`config.mk`:
```
export PLATFORM = sky130hd
export DESIGN_NAME = fft_frame_packer
export DESIGN_NICKNAME = d
export VERILOG_FILES = /design/src/rtl/fft_frame_packer.sv
export SDC_FILE = /design/constraint.sdc
export NUM_CORES = 1
export LEC_CHECK = 0
export ABC_AREA = 0
export CAP_MARGIN = 25
export CELL_PAD_IN_SITES_DETAIL_PLACEMENT = 1
export CELL_PAD_IN_SITES_GLOBAL_PLACEMENT = 2
export CORE_MARGIN = 2
export CORE_UTILIZATION = 29
export DETAILED_ROUTE_END_ITERATION = 8
export HOLD_SLACK_MARGIN = 0.03
export PLACE_DENSITY_LB_ADDON = 0.25
export SYNTH_ARGS = -nofsm -noshare
export SYNTH_HDL_FRONTEND = slang
export SYNTH_SLANG_ARGS = --single-unit
```
`constraint.sdc`:
```
create_clock -name rd_clk -period 2.6 [get_ports rd_clk]
set_input_delay 0.78 -clock rd_clk [delete_from_list [all_inputs] [get_ports rd_clk]]
set_output_delay 0.78 -clock rd_clk [all_outputs]
set_load 0.02 [all_outputs]
```
`src/rtl/fft_frame_packer.sv`:
```
// fft_frame_packer: pops FIFO samples into 2^FRAME_LW-point frames on a registered stream with sop/eop/index.
// Optional FFT_FRAME_GAP_EN inserts GAP_CYC idle cycles between continuous frames.
module fft_frame_packer #(
  parameter int DATA_W   = 32,
  parameter int FRAME_LW = 10,
  parameter int IDX_W    = 8,
  parameter int GAP_CYC  = 4
) (
  input  logic              rd_clk,
  input  logic              rd_rst,
  input  logic              start,
  input  logic              cont,
  input  logic              stop,
  input  logic [DATA_W-1:0] fifo_data,
  input  logic              fifo_vld,
  output logic              fifo_en,
  output logic [DATA_W-1:0] m_data,
  output logic              m_valid,
  input  logic              m_ready,
  output logic              m_sop,
  output logic              m_eop,
  output logic [IDX_W-1:0]  m_idx,
  output logic              busy
);
  localparam logic [1:0] IDLE = 2'd0;
  localparam logic [1:0] RUN  = 2'd1;
  if (FRAME_LW < 3 || FRAME_LW > 16 || GAP_CYC < 1 || GAP_CYC > 255) begin : g_bad_param
    $error("fft_frame_packer: parameter out of range");
  end
  logic [1:0] state, nxt;
  logic [FRAME_LW-1:0] pcnt;
  logic cont_q, stop_q, pop, last, more;
  assign fifo_en = (state == RUN) & (~m_valid | m_ready);
  assign pop = fifo_en & fifo_vld;
  assign last = &pcnt;
  assign more = cont_q & ~stop_q;
  assign busy = (state != IDLE) | m_valid;
`ifdef FFT_FRAME_GAP_EN
  localparam logic [1:0] GAP = 2'd2;
  logic [7:0] gcnt;
  always_ff @(posedge rd_clk or posedge rd_rst)
    if (rd_rst) gcnt <= '0;
    else gcnt <= (state == GAP) ? gcnt + 8'd1 : 8'd0;
  always_comb begin
    nxt = state;
    if (state == IDLE && start) nxt = RUN;
    else if (state == RUN && pop && last) nxt = more ? GAP : IDLE;
    else if (state == GAP && gcnt == 8'(GAP_CYC - 1)) nxt = stop_q ? IDLE : RUN;
  end
`else
  always_comb begin
    nxt = state;
    if (state == IDLE && start) nxt = RUN;
    else if (state == RUN && pop && last) nxt = more ? RUN : IDLE;
  end
`endif
  always_ff @(posedge rd_clk or posedge rd_rst)
    if (rd_rst) begin
      state   <= IDLE;
      pcnt    <= '0;
      cont_q  <= 1'b0;
      stop_q  <= 1'b0;
      m_data  <= '0;
      m_valid <= 1'b0;
      m_sop   <= 1'b0;
      m_eop   <= 1'b0;
      m_idx   <= '0;
    end else begin
      state  <= nxt;
      pcnt   <= (state == IDLE) ? '0 : pcnt + FRAME_LW'(pop);
      stop_q <= (nxt == IDLE) ? 1'b0 : stop_q | (stop & (state != IDLE));
      if (state == IDLE && start) cont_q <= cont;
      // a pop in the same cycle as an accept replaces the beat without a bubble
      if (pop) begin
        m_data  <= fifo_data;
        m_valid <= 1'b1;
        m_sop   <= (pcnt == '0);
        m_eop   <= last;
      end else if (m_ready) m_valid <= 1'b0;
      if (m_valid & m_ready & m_eop) m_idx <= m_idx + IDX_W'(1);
    end
endmodule
```
Word level (Yosys, flattened, before mapping) --
Index checks and enable logic that the tools add are counted.
Operators by class: $add $sub $neg 2, multiplexer cells 7, reductions and logical operators 9, eq/ne operators 1, bitwise gates (word level) 11
Operators by type and width (count):
- $add A10 B1 Y10 | 1
- $logic_not A10 Y1 | 1
- $mux W10 | 1
- $reduce_and A10 Y1 | 1
- $add A8 B1 Y8 const B | 1
- $and A1 B1 Y1 | 6
- $logic_not A2 Y1 | 2
- $mux W1 | 4
- $mux W2 | 2
- $reduce_bool A2 Y1 | 2
- $logic_and A1 B1 Y1 | 3
- $or A1 B1 Y1 | 3
- $eq A2 B1 Y1 const B | 1
- $not A1 Y1 | 2
Storage, ports and cells: register bits after elaboration 57

Depth between registers and ports, before layout --
Gate-level depths: netlist of run 1.
depth after elaboration 10, gate-level depth with buffers 11, depth with buffers taken out 9

Least setup slack after synthesis of run 1 --
Ideal clock, no wire load.
path kind input to register, start input m_ready, end register pcnt[6], stages on the path 10, required time 2523 ps, data arrival time 2224 ps, path buffers 2, setup slack 299 ps, path through nand2b_4 > nand4b_4 > buf_6 > buf_6 > inv_1 > ha_1 > ha_1 > nand3_1 > or3_1 > a21oi_1
On the way: word-level cells in the longest chain between the ends 5
RTL lines:
- start, declared | line 19 | input logic m_ready,
- $or A1 B1 Y1 | line 33 | assign fifo_en = (state == RUN) & (~m_valid | m_ready);
- $and A1 B1 Y1 | line 33
- $and A1 B1 Y1 | line 34 | assign pop = fifo_en & fifo_vld;
- via pop | line 32 | logic cont_q, stop_q, pop, last, more;
- $add A10 B1 Y10 | line 70 | pcnt <= (state == IDLE) ? '0 : pcnt + FRAME_LW'(pop);
- $mux W10 | line 70
- end signal, assigned | line 70
- end, declared | line 31 | logic [FRAME_LW-1:0] pcnt;
The timed path passes the listed nets, and every way through them passes these cells. A chain may end at the register's enable or synchronous reset.

Worst setup path after layout of run 1 --
start register m_valid, end output busy
On the way: word-level cells in the longest chain between the ends 1
RTL lines:
- start, declared | line 18 | output logic m_valid,
- start signal, assigned | line 64 | m_valid <= 1'b0;
- start signal, assigned | line 76 | m_valid <= 1'b1;
- start signal, assigned | line 79 | end else if (m_ready) m_valid <= 1'b0;
- $or A1 B1 Y1 | line 37 | assign busy = (state != IDLE) | m_valid;
- end, declared | line 23 | output logic busy
No other way between the ends.

==> results.cfg, run 1 <==
[run]
drv_cap = 0

[floorplan]
die_area_sq_mm = 0.00915
core_area_sq_mm = 0.00818
fp.dieH_um = 95.6
ioPinCount = 84
die_w_um = 95.6
rows = 33
initial_core_util_pct = 29.8

[yosys]
synth_common_cells = dfrtp_1, mux2_2, mux2_4
ys.warnings.count = 0
synthArstFlopShare_pct = 100
netlist.top_cell.by_area = dfrtp_1
synth_nets = 220
ys_ff_latch = 57
ys_seq_area_share_pct = 58.6
yosysTopAreaCellShare_pct = 58.6
synthFlopType = dfrtp_1
yosysMostFrequentCell = dfrtp_1
synth-edff-count = 0
ys_top_cells_by_area = dfrtp_1, mux2_4, mux2_2
syn_inst = 177
synth.avg_cell_area_sq_um = 13.8
synth.cell_area_sq_mm = 0.00243
synth_cell_types = 30

[final_layout]
diodes = 0
nNetsFinal = 317
finalCoreUtilization_pct = 44.6
drive_gt1_share_pct = 22.6
syn_to_final_growth_pct = 49.6

[power]
powerDensity_mw_per_mm2 = 756
vdd_drop_max_v = 0.000262
p_leak_nw = 1.62

[clock_network]
cts.path.max_buffers = 2
cts.sinks = 57
worstSkewPairLatency_ns = 0.33
root_buffer = clkbuf_8
cts_tree = yes
postCtsSetupBuffers = 0
postCtsHoldBufs = 0
htreeDepth = 3
cts_made_buffers = 9
clk_pin_slew_ns = 0.06

[placed_design]
globalplace.congestion = 0.720
dp.final_hpwl_mm = 4.02
io_buffers = 83

[sta]
setup_viol = 0
relSlewSlack_pct = 77.6
rsz0062_at_grt = false
tns_ns = 0
period_minus_slack_ns = 2.50
hold_violations = 0
timing.final.crit_share_pct = 96.0
worst_pin_slew_ns = 0.333
max_freq_ghz = 0.401
hold_ws_ns = 0.473
maxSlewViolCount = 0
finClkSkew_ns = 0.00528

[detailed_routing]
vias = 1689
viasPerCell = 4.40
drc = 0
drt_pre_antenna_iters = 3
wire_per_inst_um = 14.6
drt_iter0_markers = 52
routed_wl_mm = 5.62
drtAntennaViolNets = 0

[setup_path]
cp_max_fo = 6
worstPathArrival_ns = 1.72
critPathBufInv = 1
cp-end-kind = output port
slowest_stage = clkdlybuf4s50_1
startpoint_type = flip-flop
r2r_start = m_valid
cp_top_family = buffers and inverters
crit_path_start = m_valid
path_cells = or3_1 -> clkdlybuf4s50_1
crit_path_max_incr_delay_ns = 0.54
required_ns = 1.82
path_class = reg2out

[min_path]
min_from = state[1]
min_path_type = reg2reg

[global_route]
overflow = 0
grt.total_usage_pct = 12.8
antenna_found_initial = 0
grt_pass1_vias = 1777
grt_pass1_wl_mm = 8.69
grt_max_degree = 58

[run_status]
status = completed
layout make-up:
class	instances	area (sq um)
Multi-Input combinational cell	111	950
Inverter	3	11.3
Timing Repair Buffer	92	918
Sequential cell	57	1430
Fill cell	889	4530
Clock buffer	12	155
Clock inverter	4	51.3
Tap cell	105	131
placed cells by master (no fill, tap or decap):
master / synthesis / final
bufinv_16: 0 / 1
dfrtp_1: 57 / 57
buf_12: 0 / 2
nand4b_4: 1 / 1
a31oi_1: 1 / 1
nor2_1: 14 / 14
buf_4: 0 / 7
xnor2_1: 7 / 7
and4_1: 1 / 1
o21ai_0: 3 / 3
inv_2: 0 / 1
nand3_1: 6 / 6
buf_2: 2 / 1
mux2_2: 19 / 19
clkinv_2: 0 / 1
clkdlybuf4s50_1: 0 / 82
xor2_1: 7 / 7
or3_1: 2 / 2
clkbuf_8: 0 / 11
nand2_1: 10 / 10
clkinvlp_4: 0 / 1
clkinv_4: 0 / 1
nor4_4: 1 / 1
and3b_1: 1 / 1
and2_1: 1 / 1
a21o_1: 1 / 1
nor3_1: 2 / 2
nand2b_1: 1 / 1
nor4_1: 2 / 2
inv_1: 3 / 2
nor3b_1: 1 / 1
nand2b_4: 1 / 1
ha_1: 4 / 4
mux2_4: 15 / 15
a21oi_1: 4 / 4
nor2b_1: 2 / 2
nand4_1: 4 / 4
clkbuf_1: 1 / 1
metrics by stage:
step	total power, mW	setup WS (ns)	cell area [sq um]	std cells
3_5_place_dp	1.94	-0.333	3440	368
3_3_place_gp	1.93	-0.311	3440	368
5_1_grt	2.91	0.0404	3640	384
6_report	2.75	0.103	3640	384
2_1_floorplan	1.56	0.299	2430	177
4_1_cts	2.81	0.0146	3650	384
logic make-up after synthesis:
family	Yosys count	synth area share, %
buffers and inverters	9	2.41
and+or+nand+nor	50	11.9
muxes	34	18.0
DFF	57	58.6
xor gates and xnor gates	14	5.04
AOI/OAI and AO/OA	9	2.00
adders and majority gates	4	2.06
path summary, 6_finish.rpt:
| path | end | slack, ns | cells past startpoint |
|---|---|---|---|
| hold reg to reg | state[1] | 0.47 | 0 |
| hold / removal | state[1] | 0.47 | 0 |
| setup reg to reg | pcnt[6] | 0.71 | 9 |
| min in group asynchronous | m_data[13] | 0.80 | 3 |
| setup / recovery | busy | 0.10 | 2 |
| max in group asynchronous | m_data[4] | 1.50 | 3 |
report_power, final:
| group | leakage [nW] | internal (mW) | total [mW] | switching [mW] |
|---|---|---|---|---|
| sequential | 0.705 | 1.04 | 1.14 | 0.103 |
| combinational | 0.811 | 0.437 | 0.773 | 0.336 |
| clock | 0.103 | 0.495 | 0.842 | 0.347 |
| total | 1.62 | 1.97 | 2.75 | 0.786 |
registers in the layout (all words and copies together) (netlist names):
name,count
m_idx,8
m_data,32
m_valid,1
pcnt,10
stop_q,1
state,2
cont_q,1
m_sop,1
m_eop,1
timing repair:
| action | 4_1_cts | 5_1_grt |
|---|---|---|
| setup endpoints to repair | 1 | 1 |
| gates resized for setup | 3 | 1 |
| cloned | 0 | 0 |
layer usage:
metal	vias up	share of wire, %	track usage (%)
met4	0	1.7	5.12
met3	9	5.0	5.06
met2	42	50	20.5
li1	806	-	-
met1	832	43	15.3
met5	-	0	0
(Power assumes the default switching activity.)
==> run 2: changes to the inputs <==
Settings changed: TNS_END_PERCENT set to 20.
==> results of run 2 <==
No change in the layout: final DEF, timing and power equal those of run 1.
==> run 3: changes to the inputs <==
Settings changed: SLEW_MARGIN set to 20.
==> results of run 3 <==
No change in the layout: final DEF, timing and power equal those of run 1.
